File: config.mk
export PLATFORM = sky130hd
export DESIGN_NAME = booth_mul_seq
export DESIGN_NICKNAME = d
export VERILOG_FILES = /design/src/rtl/booth_mul_seq.sv
export SDC_FILE = /design/constraint.sdc
export NUM_CORES = 1
export LEC_CHECK = 0
export CORE_MARGIN = 3
export CORE_UTILIZATION = 46
export DETAILED_ROUTE_END_ITERATION = 10
export GPL_TIMING_DRIVEN = 0
export PLACE_DENSITY = 0.65
export SKIP_CTS_REPAIR_TIMING = 1
export SYNTH_ARGS = -nofsm -noshare
export SYNTH_HDL_FRONTEND = slang
export SYNTH_SLANG_ARGS = --single-unit
File: constraint.sdc
create_clock -name clock -period 12.59 [get_ports clock]
set_input_delay 1.259 -clock clock [delete_from_list [all_inputs] [get_ports clock]]
set_output_delay 1.259 -clock clock [all_outputs]
set_load 0.005 [all_outputs]
File: src/rtl/booth_mul_seq.sv
// Sequential radix-4 Booth multiplier: one recoded digit per clock, WIDTH/2+1 RUN cycles,
// signed or unsigned operands, registered HI/LO product with a start/busy/done handshake.
module booth_mul_seq #(
  parameter int WIDTH = 32
) (
  input  logic             clock,
  input  logic             clear,
  input  logic             start,
  input  logic             is_signed,
  input  logic [WIDTH-1:0] multiplicand,
  input  logic [WIDTH-1:0] multiplier,
  output logic             busy,
  output logic             done,
  output logic [WIDTH-1:0] product_hi,
  output logic [WIDTH-1:0] product_lo
);

  localparam int NDIG = WIDTH / 2 + 1;
  localparam int AW   = 2 * WIDTH + 4;
  localparam int CW   = $clog2(NDIG + 1);
  localparam int SW   = WIDTH + 3;

  typedef enum logic [1:0] {IDLE, RUN, DONE} state_t;

  state_t               state;
  logic [CW-1:0]        count;
  logic signed [AW-1:0] acc;
  logic signed [AW-1:0] m_sh;
  logic [SW-1:0]        sr;
  logic signed [AW-1:0] acc_next;
  logic signed [AW-1:0] m_ext;
  logic [SW-1:0]        q_ext;
  logic                 accept;
  logic                 unused_acc_hi;

  // Map a Booth triplet onto the selected multiple of the (already 4^i-weighted) multiplicand.
  function automatic logic signed [AW-1:0] booth_term(input logic [2:0] trip,
                                                      input logic signed [AW-1:0] m);
    logic signed [AW-1:0] m2;
    m2 = m <<< 1;
    case (trip)
      3'b001, 3'b010: return m;
      3'b011:         return m2;
      3'b100:         return -m2;
      3'b101, 3'b110: return -m;
      default:        return '0;
    endcase
  endfunction

  assign accept   = start && (state != RUN);
  assign m_ext    = {{(AW-WIDTH){is_signed & multiplicand[WIDTH-1]}}, multiplicand};
  assign q_ext    = {{2{is_signed & multiplier[WIDTH-1]}}, multiplier, 1'b0};
  assign acc_next = acc + booth_term(sr[2:0], m_sh);

  // Guard bits above the 2*WIDTH product are only headroom for intermediate sums.
  assign unused_acc_hi = ^acc_next[AW-1:2*WIDTH];

  // Datapath: operand load on accept, one digit retired per RUN cycle.
  always_ff @(posedge clock) begin
    if (accept) begin
      acc  <= '0;
      m_sh <= m_ext;
      sr   <= q_ext;
    end else if (state == RUN) begin
      acc  <= acc_next;
      m_sh <= m_sh <<< 2;
      sr   <= sr >> 2;
    end
  end

  // Control FSM with registered busy/done and product capture on completion.
  always_ff @(posedge clock or posedge clear) begin
    if (clear) begin
      state      <= IDLE;
      busy       <= 1'b0;
      done       <= 1'b0;
      count      <= '0;
      product_hi <= '0;
      product_lo <= '0;
    end else begin
      case (state)
        IDLE: begin
          done <= 1'b0;
          if (start) begin
            state <= RUN;
            busy  <= 1'b1;
            count <= '0;
          end
        end
        RUN: begin
          if (count == CW'(NDIG - 1)) begin
            state      <= DONE;
            busy       <= 1'b0;
            done       <= 1'b1;
            product_hi <= acc_next[2*WIDTH-1:WIDTH];
            product_lo <= acc_next[WIDTH-1:0];
          end else begin
            count <= count + CW'(1);
          end
        end
        DONE: begin
          done <= 1'b0;
          if (start) begin
            state <= RUN;
            busy  <= 1'b1;
            count <= '0;
          end else begin
            state <= IDLE;
          end
        end
        default: begin
          state <= IDLE;
          busy  <= 1'b0;
          done  <= 1'b0;
        end
      endcase
    end
  end

endmodule

### After elaboration in Yosys (flattened, before gate mapping)

Index checks and enable logic that the tools add are counted.

| storage, ports and cells | value |
|---|---|
| register bits | 244 |
| output and inout port bits | 66 |
| input port bits | 68 |
| word-level logic and storage cells | 58 |

| operators by class | value |
|---|---|
| reductions and logical operators | 11 |
| mux-type cells | 17 |
| add/subtract/negate cells | 4 |
| bitwise gates (word level) | 2 |
| equality and inequality tests | 14 |

Operator list:

| kind | count |
|---|---|
| 68-bit one-hot mux with 4 select lines | 1 |
| 68-bit 2-to-1 mux | 2 |
| 68-bit negation | 2 |
| 35-bit 2-to-1 mux | 2 |
| 68-bit adder | 1 |
| 5-bit 2-to-1 mux | 2 |
| 5-bit one-hot mux with 2 select lines | 1 |
| 3-bit == test (second input constant) | 3 |
| 3-bit by 2-bit == test with 1-bit output (second input constant) | 2 |
| 2-bit by 1-bit != test with 1-bit output (second input constant) | 3 |
| 2-bit one-hot mux with 3 select lines | 1 |
| 2-bit AND reduction | 3 |
| 2-bit OR reduction | 3 |
| 5-bit by 1-bit adder with 5-bit output (second input constant) | 1 |
| 5-bit == test (second input constant) | 1 |
| 1-bit 2-to-1 mux | 5 |
| 2-bit 2-to-1 mux | 2 |
| 2-bit != test (second input constant) | 2 |
| 2-bit nonzero test | 2 |
| 3-bit by 1-bit == test with 1-bit output (second input constant) | 1 |
| 3-bit AND reduction | 1 |
| 1-bit AND | 2 |
| 2-bit by 1-bit == test with 1-bit output (second input constant) | 1 |
| 2-bit == test (second input constant) | 1 |
| other kinds (3) | 3 |

### Logic depth before layout (Yosys ltp)

| depth | value |
|---|---|
| depth after elaboration | 4 |
| gate-level depth with buffers | 21 |
| gate-level depth less buffers | 21 |

### Least setup slack after synthesis

OpenSTA, ideal clock, no wires.

| timing path | value |
|---|---|
| path type | flip-flop to flip-flop |
| from | register m_sh[21] |
| to | register acc[60] |
| period minus slack after synthesis | 4.894 ns |
| arrival time | 4.776 ns |
| slack | 7.696 ns |
| stages on the path, launching flop included | 20 |
| data required time | 12.473 ns |
| setup time | 0.117 ns |
| buffers on the path | 1 |
| cells stage by stage | edfxtp_1 > buf_2 > nor4_2 > nand3_1 > nor3_4 > nand3_2 > or2_1 > or3_1 > xor2_1 > a221o_1 > ha_1 > a21oi_1 > o21ai_1 > a221oi_2 > o221ai_1 > a21o_1 > a211oi_1 > o21bai_1 > or3_1 > a32o_1 |

| between the ends | value |
|---|---|
| word-level cells in the longest chain between the ends | 3 |
| elaborated cells between the ends (all ways) | 4 |
| those cells by class | add/sub: 3; mux: 1 |

Ends and longest elaborated chain:

| item | line | source |
|---|---|---|
| start, declared | 28 | `logic signed [AW-1:0] m_sh;` |
| start signal, assigned | 62 | `m_sh <= m_ext;` |
| start signal, assigned | 66 | `m_sh <= m_sh <<< 2;` |
| 68-bit negation (on tied branches) | 45, 44 |  |
| 68-bit one-hot mux with 4 select lines * | 41 | `case (trip)` |
| 68-bit adder * | 53 | `assign acc_next = acc + booth_term(sr[2:0], m_sh);` |
| end signal, assigned | 65 | `acc <= acc_next;` |
| end, declared | 27 | `logic signed [AW-1:0] acc;` |

Every way passes the cells marked *; elsewhere a longest branch is shown, timed or not.
A chain may end at the register's enable or synchronous reset.

### Worst setup path after layout

| timing path | value |
|---|---|
| from | register m_sh[1] |
| to | register acc[60] |

Same word-level chain as after synthesis.

==> impl_metrics.yaml <==
outcome:
  status: "finished, final reports clean"
yosys:
  ys_types: 93
  syn-num-nets: 2085
  yosysWarnings: 0
  ys_seq_area_frac: 0.364
  synth_simple_gate_area_frac: 0.206
  synth-xor-area-share: 0.0744
  synthFlopType: "edfxtp_1"
  async_reset_ff_frac: 0.311
  syn_inst: 1949
  synth_top_family_by_area: "compound AO/OA/AOI/OAI gates"
  synth_compound_area_frac: 0.227
  ys_ff_latch: 235
  synth.area.mux_share: 0.0330
  synth-adder-area-share: 0.0517
  synth_area_sq_mm: 0.0166
  synth_edf_count: 97
  avgSynthCellArea_sq_um: 8.52
sta:
  grt_setup_unrepaired: "no"
  worst-slew-pin-transition_ns: 1.43
  period_share: 0.521
  finalSetupViolCount: 0
  finalMaxSlewViolations: 0
  fin_skew_ns: 0.0137
  period_needed_ns: 6.56
  fin_setup_tns_ns: 0
  fmax_mhz: 152
  relSlewSlack: 0.0385
  finalHoldViolCount: 0
job:
  maxCapViolations: 0
floorplan:
  io_pins: 134
  die_h_um: 196
  start_util: 0.474
  die_w_um: 196
  die-area_sq_mm: 0.0384
  core-area_sq_mm: 0.0351
  rows: 68
setup_path:
  rr_worst_depth: 21
  worstReg2RegStart: "m_sh[1]"
  crit_fanout: 6
  ff2ff_setup_slack_ns: 6.03
  critPathCapture: "acc[60]"
  cp-end-kind: "register"
  worstPathArrival_ns: 7.01
  critPathLaunch: "m_sh[1]"
  cp_data_required_time_ns: 13.04
  critPathLaunchType: "register"
  reg2reg_to: "acc[60]"
  worstSetupPathType: "register to register"
detailed_routing:
  first_pass_iters: 6
  wl_per_cell_um: 22.5
  drt_wl_total_um: 58100
  via_count: 16000
  ant_nets: 0
  avgViaCountPerCell: 6.17
  drc: 0
  drt_iter0_markers: 1684
grt:
  grt_max_degree: 64
  antenna_found_initial: 0
  grt_overflow: 0
  grt_use_total: 0.293
  first_global_vias: 14900
  grt_pass1_wl_um: 87800
placed_design:
  place.gp.congestion: 1.02
  dp_hpwl_um: 44000
  io_buffers: 133
finish:
  regArea_sq_mm: 0.00604
  drive_gt1_frac: 0.0652
  fillers: 3315
  n_antenna_cell: 0
  multi_input_area_sq_mm: 0.00983
  final_nets: 2248
  area_growth_pct: 17.2
clocking:
  clk_latency_ns: 0.57
  cts_tree: "done"
  numCtsBuffers: 26
  clk_pin_slew_worst_paths_ns: 0.07
  clock_sinks: 235
  cts_root_buffer: "clkbuf_16"
  clockBufferDepth: 3
  htree_levels: 1
worst_hold_path:
  hold_class: "register to register"
[cell families (layout without fill, tap and decap cells)]
group	Yosys count	count (layout)
adder cells (fa/ha/maj)	68	68
AO/OA/AOI/OAI	558	558
flip-flops	235	235
XOR/XNOR	141	141
AND/OR/NAND/NOR	707	707
buffers and inverters	190	373
multiplexers	50	50
[cell type report]
| cell class | instances | area share |
|---|---|---|
| tap | 455 | 0.0293 |
| timing repair buffer | 135 | 0.0713 |
| buffer | 160 | 0.0316 |
| multi-input combinational | 1524 | 0.505 |
| sequential | 235 | 0.311 |
| clock inverter | 17 | 0.0109 |
| clock buffer | 31 | 0.0349 |
| inverter | 30 | 0.00605 |
[synthesized netlist by cell type (19+ instances only)]
cell	number	area, sq um
nand3_1	55	275
nor2_1	92	345
nor3_1	46	230
edfxtp_1	97	2910
xor2_1	56	490
nand2_1	334	1250
clkbuf_1	135	507
ha_1	67	838
a21o_1	63	473
a22o_1	19	166
inv_1	28	105
dfxtp_1	65	1300
nand4_1	27	169
a221oi_1	20	175
nand3b_1	34	255
o21ai_0	140	701
a21oi_1	114	571
xnor2_1	85	744
or3_1	22	138
a22oi_1	26	195
mux2_2	38	428
dfrtp_1	73	1830
[worst max-delay path: stages, from the launching register on]
cell	delay (ns)
edfxtp_1	0.49
inv_1	0.16
ha_1	0.23
nor3b_1	0.24
nand4_1	0.40
nor3_1	0.80
nand3_1	0.31
nor3_2	0.25
nand2b_1	0.15
xnor2_1	0.15
a221oi_1	0.11
a31oi_1	0.44
ha_1	0.40
nand2_1	0.14
o21ai_1	0.16
a221oi_2	0.38
o221ai_1	0.28
a21o_1	0.25
a211oi_1	0.28
o21bai_1	0.14
or3_1	0.41
a32o_1	0.27
[cell usage in the layout (no fill, tap or decap), drive strengths merged, types with 13 or more instances in the layout]
cell,Yosys,layout
inv,28,30
dfxtp,65,65
a22oi,26,26
a21o,63,63
o21ai,142,142
dfrtp,73,73
nand2b,14,14
nand3,56,56
clkdlybuf4s50,0,133
a31oi,14,14
nand2,334,334
nand3b,34,34
or3,22,22
o211ai,13,13
edfxtp,97,97
xor2,56,56
buf,21,23
ha,67,67
nor3,51,51
and2,15,15
a21oi,116,116
mux2,38,38
a221oi,21,21
a22o,19,19
clkbuf,139,170
nand4,28,28
xnor2,85,85
nor4,17,17
o31ai,15,15
nor2,93,93
a211oi,20,20
[flip-flops by register name, summed over array words and instances, names as in the netlist]
signal and count:
acc 64, m_sh 64, sr 34, product_hi 32, product_lo 32, count 5, state 2, busy 1
done 1
[per-layer routing]
layer  track usage  wire length (um)  vias up
met5             0                 0        -
met2         0.433             24300      758
met4         0.112              2600        0
met3        0.0562              5340      138
met1         0.424             25800     7635
li1              -                 -     7428
[worst min-delay path by stage]
stage                     depth (start not counted)             end           start  slack (ns)
after floorplan                                   2         acc[28]         acc[28]        0.43
after detailed placement                          1         acc[56]         acc[56]        0.46
final                                             2  product_lo[20]  product_lo[20]        0.47
after global placement                            2         acc[58]         acc[58]        0.45
after global routing                              1         acc[56]         acc[56]        0.49
after CTS                                         1         acc[56]         acc[56]        0.48
[per-stage QoR]
| stage | hold slack (ns) | setup slack [ns] | std cells | utilization | cell area [sq um] |
|---|---|---|---|---|---|
| CTS | 0.477 | 6.17 | 2587 | 0.555 | 19500 |
| global placement | 0.446 | 6.21 | 2537 | 0.528 | 18500 |
| finish | 0.472 | 6.03 | 2587 | 0.555 | 19500 |
| floorplan | 0.432 | 7.70 | 1949 | - | 16600 |
| global route | 0.486 | 5.66 | 2587 | 0.555 | 19500 |
| detailed placement | 0.462 | 6.19 | 2539 | 0.530 | 18600 |
Power is not shown: default switching activity piles up to over one toggle a cycle in this logic, so the estimate is an artifact.
